File: src/rtl/pipe_ctrl_pkg.sv
// Shared definitions for the pipeline hazard/stall controller: FSM states,
// forwarding-mux select codes and the drain length used when halting.
package pipe_ctrl_pkg;

  typedef enum logic [1:0] {
    RUN    = 2'd0,
    DRAIN  = 2'd1,
    HALTED = 2'd2
  } state_t;

  // EX operand source select
  localparam logic [1:0] FWD_RF  = 2'b00;
  localparam logic [1:0] FWD_WB  = 2'b01;
  localparam logic [1:0] FWD_MEM = 2'b10;

  // Unfrozen cycles spent emptying ID/EX/MEM before declaring HALTED
  localparam int         DRAIN_CYCLES = 3;
  localparam logic [1:0] DRAIN_LOAD   = 2'(DRAIN_CYCLES);

endpackage

File: src/rtl/pipeline_ctrl_forward_unit.sv
// Operand forwarding select for one EX source register. MEM has priority
// over WB because it holds the younger result; x0 is never forwarded.
module forward_unit
  import pipe_ctrl_pkg::*;
#(
  parameter int REG_W = 5
) (
  input  logic [REG_W-1:0] ex_rs,
  input  logic [REG_W-1:0] mem_rd,
  input  logic             mem_reg_write,
  input  logic [REG_W-1:0] wb_rd,
  input  logic             wb_reg_write,
  output logic [1:0]       fwd_sel
);

  // Pick the youngest in-flight producer of ex_rs
  always_comb begin
    fwd_sel = FWD_RF;
    if (mem_reg_write && (mem_rd != '0) && (mem_rd == ex_rs)) begin
      fwd_sel = FWD_MEM;
    end else if (wb_reg_write && (wb_rd != '0) && (wb_rd == ex_rs)) begin
      fwd_sel = FWD_WB;
    end
  end

endmodule

File: src/rtl/pipeline_ctrl.sv
// Five-stage pipeline control: forwarding selects, load-use stall, branch
// flush, memory-wait freeze, HALT drain sequence and a saturating stall counter.
module pipeline_ctrl
  import pipe_ctrl_pkg::*;
#(
  parameter int REG_W = 5,
  parameter int CNT_W = 16
) (
  input  logic             clk,
  input  logic             rst,
  input  logic [REG_W-1:0] id_rs1,
  input  logic [REG_W-1:0] id_rs2,
  input  logic [1:0]       id_use,
  input  logic             id_halt,
  input  logic [REG_W-1:0] ex_rs1,
  input  logic [REG_W-1:0] ex_rs2,
  input  logic [REG_W-1:0] ex_rd,
  input  logic             ex_mem_read,
  input  logic             ex_branch_taken,
  input  logic [REG_W-1:0] mem_rd,
  input  logic             mem_reg_write,
  input  logic             mem_req,
  input  logic             mem_ready,
  input  logic [REG_W-1:0] wb_rd,
  input  logic             wb_reg_write,
  output logic             fe_en,
  output logic             pipe_en,
  output logic             ifid_flush,
  output logic             idex_flush,
  output logic [1:0]       fwd_a,
  output logic [1:0]       fwd_b,
  output logic             halted,
  output logic [CNT_W-1:0] stall_cnt
);

  state_t           state_reg;
  logic [1:0]       drain_cnt_reg;
  logic [CNT_W-1:0] stall_cnt_reg;

  logic freeze;
  logic load_use;
  logic run_active;
  logic run_branch;
  logic run_load_use;
  logic run_halt;
  logic stall_event;

  // Operand forwarding, one unit per EX source operand
  logic [REG_W-1:0] ex_rs   [2];
  logic [1:0]       fwd_raw [2];

  assign ex_rs[0] = ex_rs1;
  assign ex_rs[1] = ex_rs2;

  for (genvar gi = 0; gi < 2; gi++) begin : g_fwd
    forward_unit #(
      .REG_W(REG_W)
    ) u_fwd (
      .ex_rs        (ex_rs[gi]),
      .mem_rd       (mem_rd),
      .mem_reg_write(mem_reg_write),
      .wb_rd        (wb_rd),
      .wb_reg_write (wb_reg_write),
      .fwd_sel      (fwd_raw[gi])
    );
  end

  // Selects are forced to the register file while reset is held
  assign fwd_a = rst ? fwd_raw[0] : FWD_RF;
  assign fwd_b = rst ? fwd_raw[1] : FWD_RF;

  // Hazard decode with priority freeze > branch > load-use > halt
  always_comb begin
    freeze       = mem_req && !mem_ready;
    load_use     = ex_mem_read && (ex_rd != '0) &&
                   ((id_use[0] && (id_rs1 == ex_rd)) ||
                    (id_use[1] && (id_rs2 == ex_rd)));
    run_active   = (state_reg == RUN) && !freeze;
    run_branch   = run_active && ex_branch_taken;
    run_load_use = run_active && !ex_branch_taken && load_use;
    run_halt     = run_active && !ex_branch_taken && !load_use && id_halt;
    stall_event  = (freeze && (state_reg != HALTED)) || run_load_use;
  end

  // Stage enables and bubble injection for the current state and hazards
  always_comb begin
    fe_en      = 1'b0;
    pipe_en    = 1'b0;
    ifid_flush = 1'b0;
    idex_flush = 1'b0;
    if (rst && !freeze) begin
      case (state_reg)
        RUN: begin
          pipe_en = 1'b1;
          if (ex_branch_taken) begin
            fe_en      = 1'b1;
            ifid_flush = 1'b1;
            idex_flush = 1'b1;
          end else if (load_use) begin
            idex_flush = 1'b1;
          end else begin
            fe_en = 1'b1;
          end
        end
        DRAIN: begin
          pipe_en    = 1'b1;
          idex_flush = 1'b1;
        end
        default: begin
        end
      endcase
    end
  end

  // RUN -> DRAIN -> HALTED sequencing; only reset leaves HALTED
  always_ff @(posedge clk or negedge rst) begin
    if (!rst) begin
      state_reg     <= RUN;
      drain_cnt_reg <= '0;
    end else begin
      case (state_reg)
        RUN: begin
          if (run_halt) begin
            state_reg     <= DRAIN;
            drain_cnt_reg <= DRAIN_LOAD;
          end
        end
        DRAIN: begin
          if (!freeze) begin
            if (drain_cnt_reg == 2'd1) begin
              state_reg     <= HALTED;
              drain_cnt_reg <= '0;
            end else begin
              drain_cnt_reg <= drain_cnt_reg - 2'd1;
            end
          end
        end
        HALTED: begin
        end
        default: begin
          state_reg     <= RUN;
          drain_cnt_reg <= '0;
        end
      endcase
    end
  end

  // Saturating count of lost cycles (load-use bubbles and memory freezes)
  always_ff @(posedge clk or negedge rst) begin
    if (!rst) begin
      stall_cnt_reg <= '0;
    end else if (stall_event && (stall_cnt_reg != '1)) begin
      stall_cnt_reg <= stall_cnt_reg + CNT_W'(1);
    end
  end

  assign stall_cnt = stall_cnt_reg;
  assign halted    = (state_reg == HALTED);

endmodule

File: config.mk
export PLATFORM = sky130hd
export DESIGN_NAME = pipeline_ctrl
export DESIGN_NICKNAME = d
export VERILOG_FILES = /design/src/rtl/pipe_ctrl_pkg.sv /design/src/rtl/pipeline_ctrl_forward_unit.sv /design/src/rtl/pipeline_ctrl.sv
export SDC_FILE = /design/constraint.sdc
export NUM_CORES = 1
export LEC_CHECK = 0
export ABC_AREA = 1
export CAP_MARGIN = 20
export CORE_MARGIN = 1
export CORE_UTILIZATION = 44
export CTS_CLUSTER_DIAMETER = 30
export DETAILED_ROUTE_END_ITERATION = 8
export HOLD_SLACK_MARGIN = 0.06
export PLACE_DENSITY = 0.81
export SLEW_MARGIN = 5
export SYNTH_ARGS = -nofsm -noshare
export SYNTH_HDL_FRONTEND = slang
export SYNTH_SLANG_ARGS = --single-unit
File: constraint.sdc
create_clock -name clk -period 1.8 [get_ports clk]
set_input_delay 0.18 -clock clk [delete_from_list [all_inputs] [get_ports clk]]
set_output_delay 0.18 -clock clk [all_outputs]
set_load 0.005 [all_outputs]
* After elaboration in Yosys (flattened, before gate mapping)
Cells that the tools add are included.
** Storage, ports and cells
- Flip-flop bits (word level) :: 20
- Bits in latches :: 0
- Memory bits (writable) :: 0
- Memory bits (read-only) :: 0
- Input bits :: 46
- Output and inout bits :: 25
- Word-level logic and storage cells :: 79
- Memories :: 0
** Operators by class
- Add/subtract/negate cells :: 2
- Multipliers :: 0
- Div/mod/pow operators :: 0
- $lt $le $gt $ge :: 0
- Eq/ne operators :: 14
- Shift operators :: 0
- Multiplexer cells :: 27
- Bitwise logic cells :: 1
- Reduce and logical (&&, ||, !) cells :: 32
** Operators with widths (count)
- $eq A5 B5 Y1 :: 6
- $mux W2 :: 10
- $logic_and A1 B1 Y1 :: 19
- $add A16 B1 Y16 const B :: 1
- $ne A16 B16 Y1 const B :: 1
- $reduce_bool A5 Y1 :: 3
- $mux W1 :: 14
- $pmux W2 S3 :: 2
- $ne A2 B2 Y1 const B :: 4
- $eq A2 B1 Y1 const B :: 2
- $logic_not A1 Y1 :: 4
- $reduce_and A4 Y1 :: 1
- $reduce_and A3 Y1 :: 1
- $eq A2 B2 Y1 const B :: 1
- $logic_not A2 Y1 :: 1
- $logic_or A1 B1 Y1 :: 2
- $pmux W1 S2 :: 1
- $reduce_or A2 Y1 :: 1
- $sub A2 B1 Y2 const B :: 1
- $not A1 Y1 :: 1

* Depth between registers and ports, before layout
- Depth after elaboration :: 9
- Mapped depth :: 12
- Depth with buffers taken out :: 12

* Cells and area by module
From an unflattened synthesis, not the netlist that was laid out.
** Second synthesis, totals
- Cell total of the unflattened synthesis :: 331
- Area, all modules :: 1931.9 µm²
** Modules (own cells, without submodules)
- pipeline_ctrl :: instances 1, cells each 231, area an instance 1503.9 µm², sequential area each 500.5 µm²
- forward_unit :: instances 2, cells each 50, area an instance 214.0 µm², sequential area each 0.0 µm²

* Worst setup path after synthesis
No wires, ideal clock.
- Path type :: reg2reg
- From :: reg stall_cnt_reg[0] (netlist: stall_cnt[0])
- To :: reg stall_cnt_reg[8] (netlist: stall_cnt[8])
- Arrival time :: 1448 ps
- Data required time :: 1683 ps
- Setup slack :: 235 ps
- Stages on the path, launching flop included :: 10
- Buffers on the path :: 1
- Period minus slack after synthesis :: 1565 ps
- Cell sequence :: dfrtp_1 ha_1 nand3_2 nor2_2 nand4_1 clkinv_1 nand2_4 buf_2 nand3_1 nand2_1
** Between the ends
- Word-level cells in the longest chain between the ends :: 2
- Elaborated cells on any way between the ends :: 3
- Those cells by class :: add/sub: 1; eq/ne: 1; reduce/logical: 1
** RTL lines
- start: declaration :: RTL line pipeline_ctrl.sv:38 : logic [CNT_W-1:0] stall_cnt_reg;
- start signal: assignment :: RTL line pipeline_ctrl.sv:153 : stall_cnt_reg <= stall_cnt_reg + CNT_W'(1);
- parallel branches: the longest is 2 deep, another holds $add A16 B1 Y16
Several ways; the timed one is not identified.
A chain may end at the register's enable or synchronous reset.

* Worst setup path in the final report
- From :: in id_rs1[2]
- To :: out fe_en
** Between the ends
- Word-level cells in the longest chain between the ends :: 8
** RTL lines
- start: declaration :: RTL line pipeline_ctrl.sv:11 : input logic [REG_W-1:0] id_rs1,
- $eq A5 B5 Y1 :: RTL line pipeline_ctrl.sv:76 : ((id_use[0] && (id_rs1 == ex_rd)) ||
- $logic_and A1 B1 Y1 :: RTL line pipeline_ctrl.sv:76
- $logic_or A1 B1 Y1 :: RTL line pipeline_ctrl.sv:76
- $logic_and A1 B1 Y1 :: RTL line pipeline_ctrl.sv:75 : load_use = ex_mem_read && (ex_rd != '0) &&
- $mux W1 :: RTL line pipeline_ctrl.sv:99 : end else if (load_use) begin
- $mux W1 :: RTL line pipeline_ctrl.sv:95 : if (ex_branch_taken) begin
- $mux W1 :: RTL line pipeline_ctrl.sv:92 : case (state_reg)
- $mux W1 :: RTL line pipeline_ctrl.sv:91 : if (rst && !freeze) begin
- end: declaration :: RTL line pipeline_ctrl.sv:26 : output logic fe_en,
No other way between the ends.

==> impl_metrics.py <==
metrics = {
    "run_status": {
        "outcome": "complete, no violations",
    },
    "synth": {
        "synthMuxAreaShare": 0,
        "synth_cells": 279,
        "syn_avg_cell_area_sq_um": 6.404,
        "synth_cell_type_count": 30,
        "yosysWarningCount": 0,
        "synth_top_area_frac": 0.2801,
        "ys_seq_area_frac": 0.2801,
        "synthXorXnorAreaFrac": 0.1373,
        "ys_ff_latch": 20,
        "synth_top_family_by_area": "simple AND/OR/NAND/NOR gates",
        "synth_area_leaders": "dfrtp_1 28%, nand2_1 18%, xor2_1 7.8%",
        "synth_compound_area_frac": 0.04342,
        "syn-num-nets": 327,
        "synth_top_area_cell": "dfrtp_1",
        "synth_simple_gate_area_share": 0.4237,
        "synthesis.area_sq_um": 1787,
        "synth-adder-area-share": 0.01401,
    },
    "setup_path": {
        "cp-end-kind": "output port",
        "arrival_ns": 1.54,
        "reg2reg_slack_ns": 0.14,
        "slowest_delay_ns": 0.47,
        "reg2reg_depth": 9,
        "cp_slowest_cell": "clkdlybuf4s50_1",
        "worst-setup-path-type": "in2out",
        "crit_chain": "clkdlybuf4s50_1, inv_1, nand2_1, nand2_1, nor2_1, nand3_1, nand2_2, nand2_2, o21ai_1, nor2_1, dlygate4sd2_1",
        "crit_required_ns": 1.62,
        "critPathLaunchType": "input port",
        "r2r_end": "stall_cnt[6]$_DFFE_PN0P_",
        "r2r_start": "stall_cnt[1]$_DFFE_PN0P_",
        "crit_path_max_fanout": 3,
    },
    "route": {
        "highest_layer": "met4",
        "drt-total-wl_um": 4850,
        "drt-pass1-iter-count": 4,
        "met3_wirelength_um": 222,
        "dr_total_vias": 2043,
        "drt-met1-wl_um": 2098,
        "drc_errors": 0,
        "wire_per_inst_um": 11.69,
        "drt_iter0_drc": 120,
        "antenna_left": 0,
        "dr_wl_met2_um": 2492,
        "viasPerCell": 4.923,
    },
    "timing": {
        "rsz0062_at_grt": "true",
        "finalSetupViolCount": 0,
        "period_share": 0.9567,
        "hold_viol": 0,
        "max-slew-margin-rel": 0.8005,
        "skew_ns": 0.004027,
        "hold-worst-slack_ns": 0.08591,
        "tightest_slew_ns": 0.2976,
        "fmax_mhz": 580.7,
        "report.final.slew_viol_count": 0,
        "post-route-min-period_ns": 1.722,
    },
    "clocking": {
        "cts_num_sinks": 20,
        "worst_skew_pair.late_latency_ns": 0.26,
        "clock-root-buffer": "clkbuf_8",
        "clk_pin_slew_ns": 0.08,
        "cts_buffers": 3,
        "cts_max_level": 1,
        "clk_path_buf_depth": 2,
        "cts_tree": "done",
    },
    "die": {
        "die_w_um": 65.73,
        "start_util": 0.4738,
        "rows": 22,
        "die_area_sq_um": 4320,
        "die_h_um": 65.73,
        "core_sq_um": 3771,
        "pin_count": 71,
    },
    "global_routing": {
        "grt_pass1_vias": 1992,
        "grt_pass1_wl_um": 8148,
        "grt_max_degree": 17,
        "grt_overflow": 0,
        "antenna_found_initial": 0,
        "grt_usage": 0.2365,
    },
    "flow_run": {
        "drv_cap": 0,
    },
    "finish": {
        "largest_reg_flops": 16,
        "nets": 416,
        "area_delta_synth_final_pct": 56.51,
        "n_antenna_cell": 0,
        "drive_above_1_share": 0.1144,
        "finalNonFillerCells": 415,
        "final_area_sq_um": 2796,
    },
    "placement": {
        "place_inst": 409,
        "placed_area_sq_um": 2649,
        "hpwl_um": 3723,
        "portBuffers": 70,
        "place.gp.congestion": 0.8835,
    },
    "pwr": {
        "p_per_area_nw_per_um2": 406.8,
        "peakVddDrop_mv": 0.4467,
        "p_leak_nw": 1.549,
    },
    "hold_path": {
        "hp-class": "in2async",
    },
}
[metrics by stage]
| step | utilization | setup slack, ns | setup TNS [ns] | power (W) |
|---|---|---|---|---|
| global route | 0.7415 | -0.02502 | -0.02502 | 0.001184 |
| CTS | 0.7210 | -0.01209 | -0.01209 | 0.001140 |
| floorplan | - | 0.2351 | 0 | 0.0005406 |
| finish | 0.7415 | 0.07790 | 0 | 0.001138 |
| global placement | 0.7024 | -0.2374 | -1.604 | 0.0006976 |
| detailed placement | 0.7024 | -0.3791 | -1.990 | 0.0007011 |
[metal layers]
metal / vias to the layer above / track usage
met4: 0 / 0.02989
met2: 64 / 0.4681
met5: - / 0
li1: 1048 / -
met3: 4 / 0.02778
met1: 927 / 0.2708
[synth_stat cells]
library cell   n
dfrtp_1       20
nand3b_1       1
nand3_2        1
nor4_1         2
nor2_1        30
nand3_1       27
buf_2          1
o211ai_1       1
nand2_2        1
nand2_1       88
nor3_1         4
buf_4          1
a21oi_1        2
xor2_1        16
ha_1           2
nand4_1        6
and3_1         1
or2_2          1
inv_1         36
a31oi_1        1
nor3_2         3
buf_6          1
clkinv_1       1
nor2_2         2
a22o_1         1
o21ai_0        9
inv_2          5
xnor2_1       12
nand2_4        2
nor3b_1        1
[kinds of logic after synthesis]
| group | count (synthesis) |
|---|---|
| and+or+nand+nor | 170 |
| buffers and inverters | 45 |
| xor gates and xnor gates | 28 |
| DFF | 20 |
| AOI/OAI and AO/OA | 14 |
| adders and majority gates | 2 |
[cells in the final DEF, fill, tap and decap left out, types with 4 or more instances in the layout]
master           instances
nand2_1                 86
clkdlybuf4s50_1         37
inv_1                   35
nor2_1                  30
nand3_1                 27
dfrtp_1                 20
dlymetal6s2s_1          17
xor2_1                  16
dlygate4sd2_1           15
buf_4                   12
xnor2_1                 11
o21ai_0                  7
inv_2                    6
nand4_1                  6
nor3_2                   4
[power by group]
group | switching, W | total, W | internal (W)
logic | 0.000103 | 0.000242 | 0.000139
registers | 0 | 0.000449 | 0.000449
clock network | 0.000150 | 0.000447 | 0.000297
total | 0.000253 | 0.00114 | 0.000885
[how the worst max path moves through the flow]
| stage | from | endpoint | slack, ns | cells after the start |
|---|---|---|---|---|
| 3_3_place_gp | mem_rd[0] | fwd_a[0] | -0.24 | 8 |
| 4_1_cts | ex_rs1[2] | fwd_a[0] | -0.01 | 7 |
| 6_report | id_rs1[2] | fe_en | 0.08 | 11 |
| 3_5_place_dp | wb_rd[2] | fwd_a[0] | -0.38 | 7 |
| 2_1_floorplan | stall_cnt[0]$_DFFE_PN0P_ | stall_cnt[8]$_DFFE_PN0P_ | 0.24 | 9 |
| 5_1_grt | id_rs1[2] | fe_en | -0.03 | 11 |
[critical path: cells and delay by family]
| family | cells | cell delay (ns) |
|---|---|---|
| AO/OA/AOI/OAI | 1 | 0.13 |
| AND/OR/NAND/NOR | 7 | 0.47 |
| buffers and inverters | 3 | 0.76 |
[timing repair]
item,4_1_cts,5_1_grt
hold buffers,1,0
pin swaps,0,16
buffers inserted,0,1
endpoints found under the hold margin,6,0
resized for setup,20,28
endpoints found under the setup margin,8,20
[layout make-up]
class / instances / area [sq um]
Clock buffer: 3 / 41.29
Timing Repair Buffer: 87 / 873.3
Inverter: 42 / 157.7
Multi-Input combinational cell: 214 / 1134
Tap cell: 48 / 60.06
Fill cell: 326 / 974.7
Clock inverter: 1 / 30.03
Sequential cell: 20 / 500.5
Note: power is estimated with default switching activity, not from simulation.
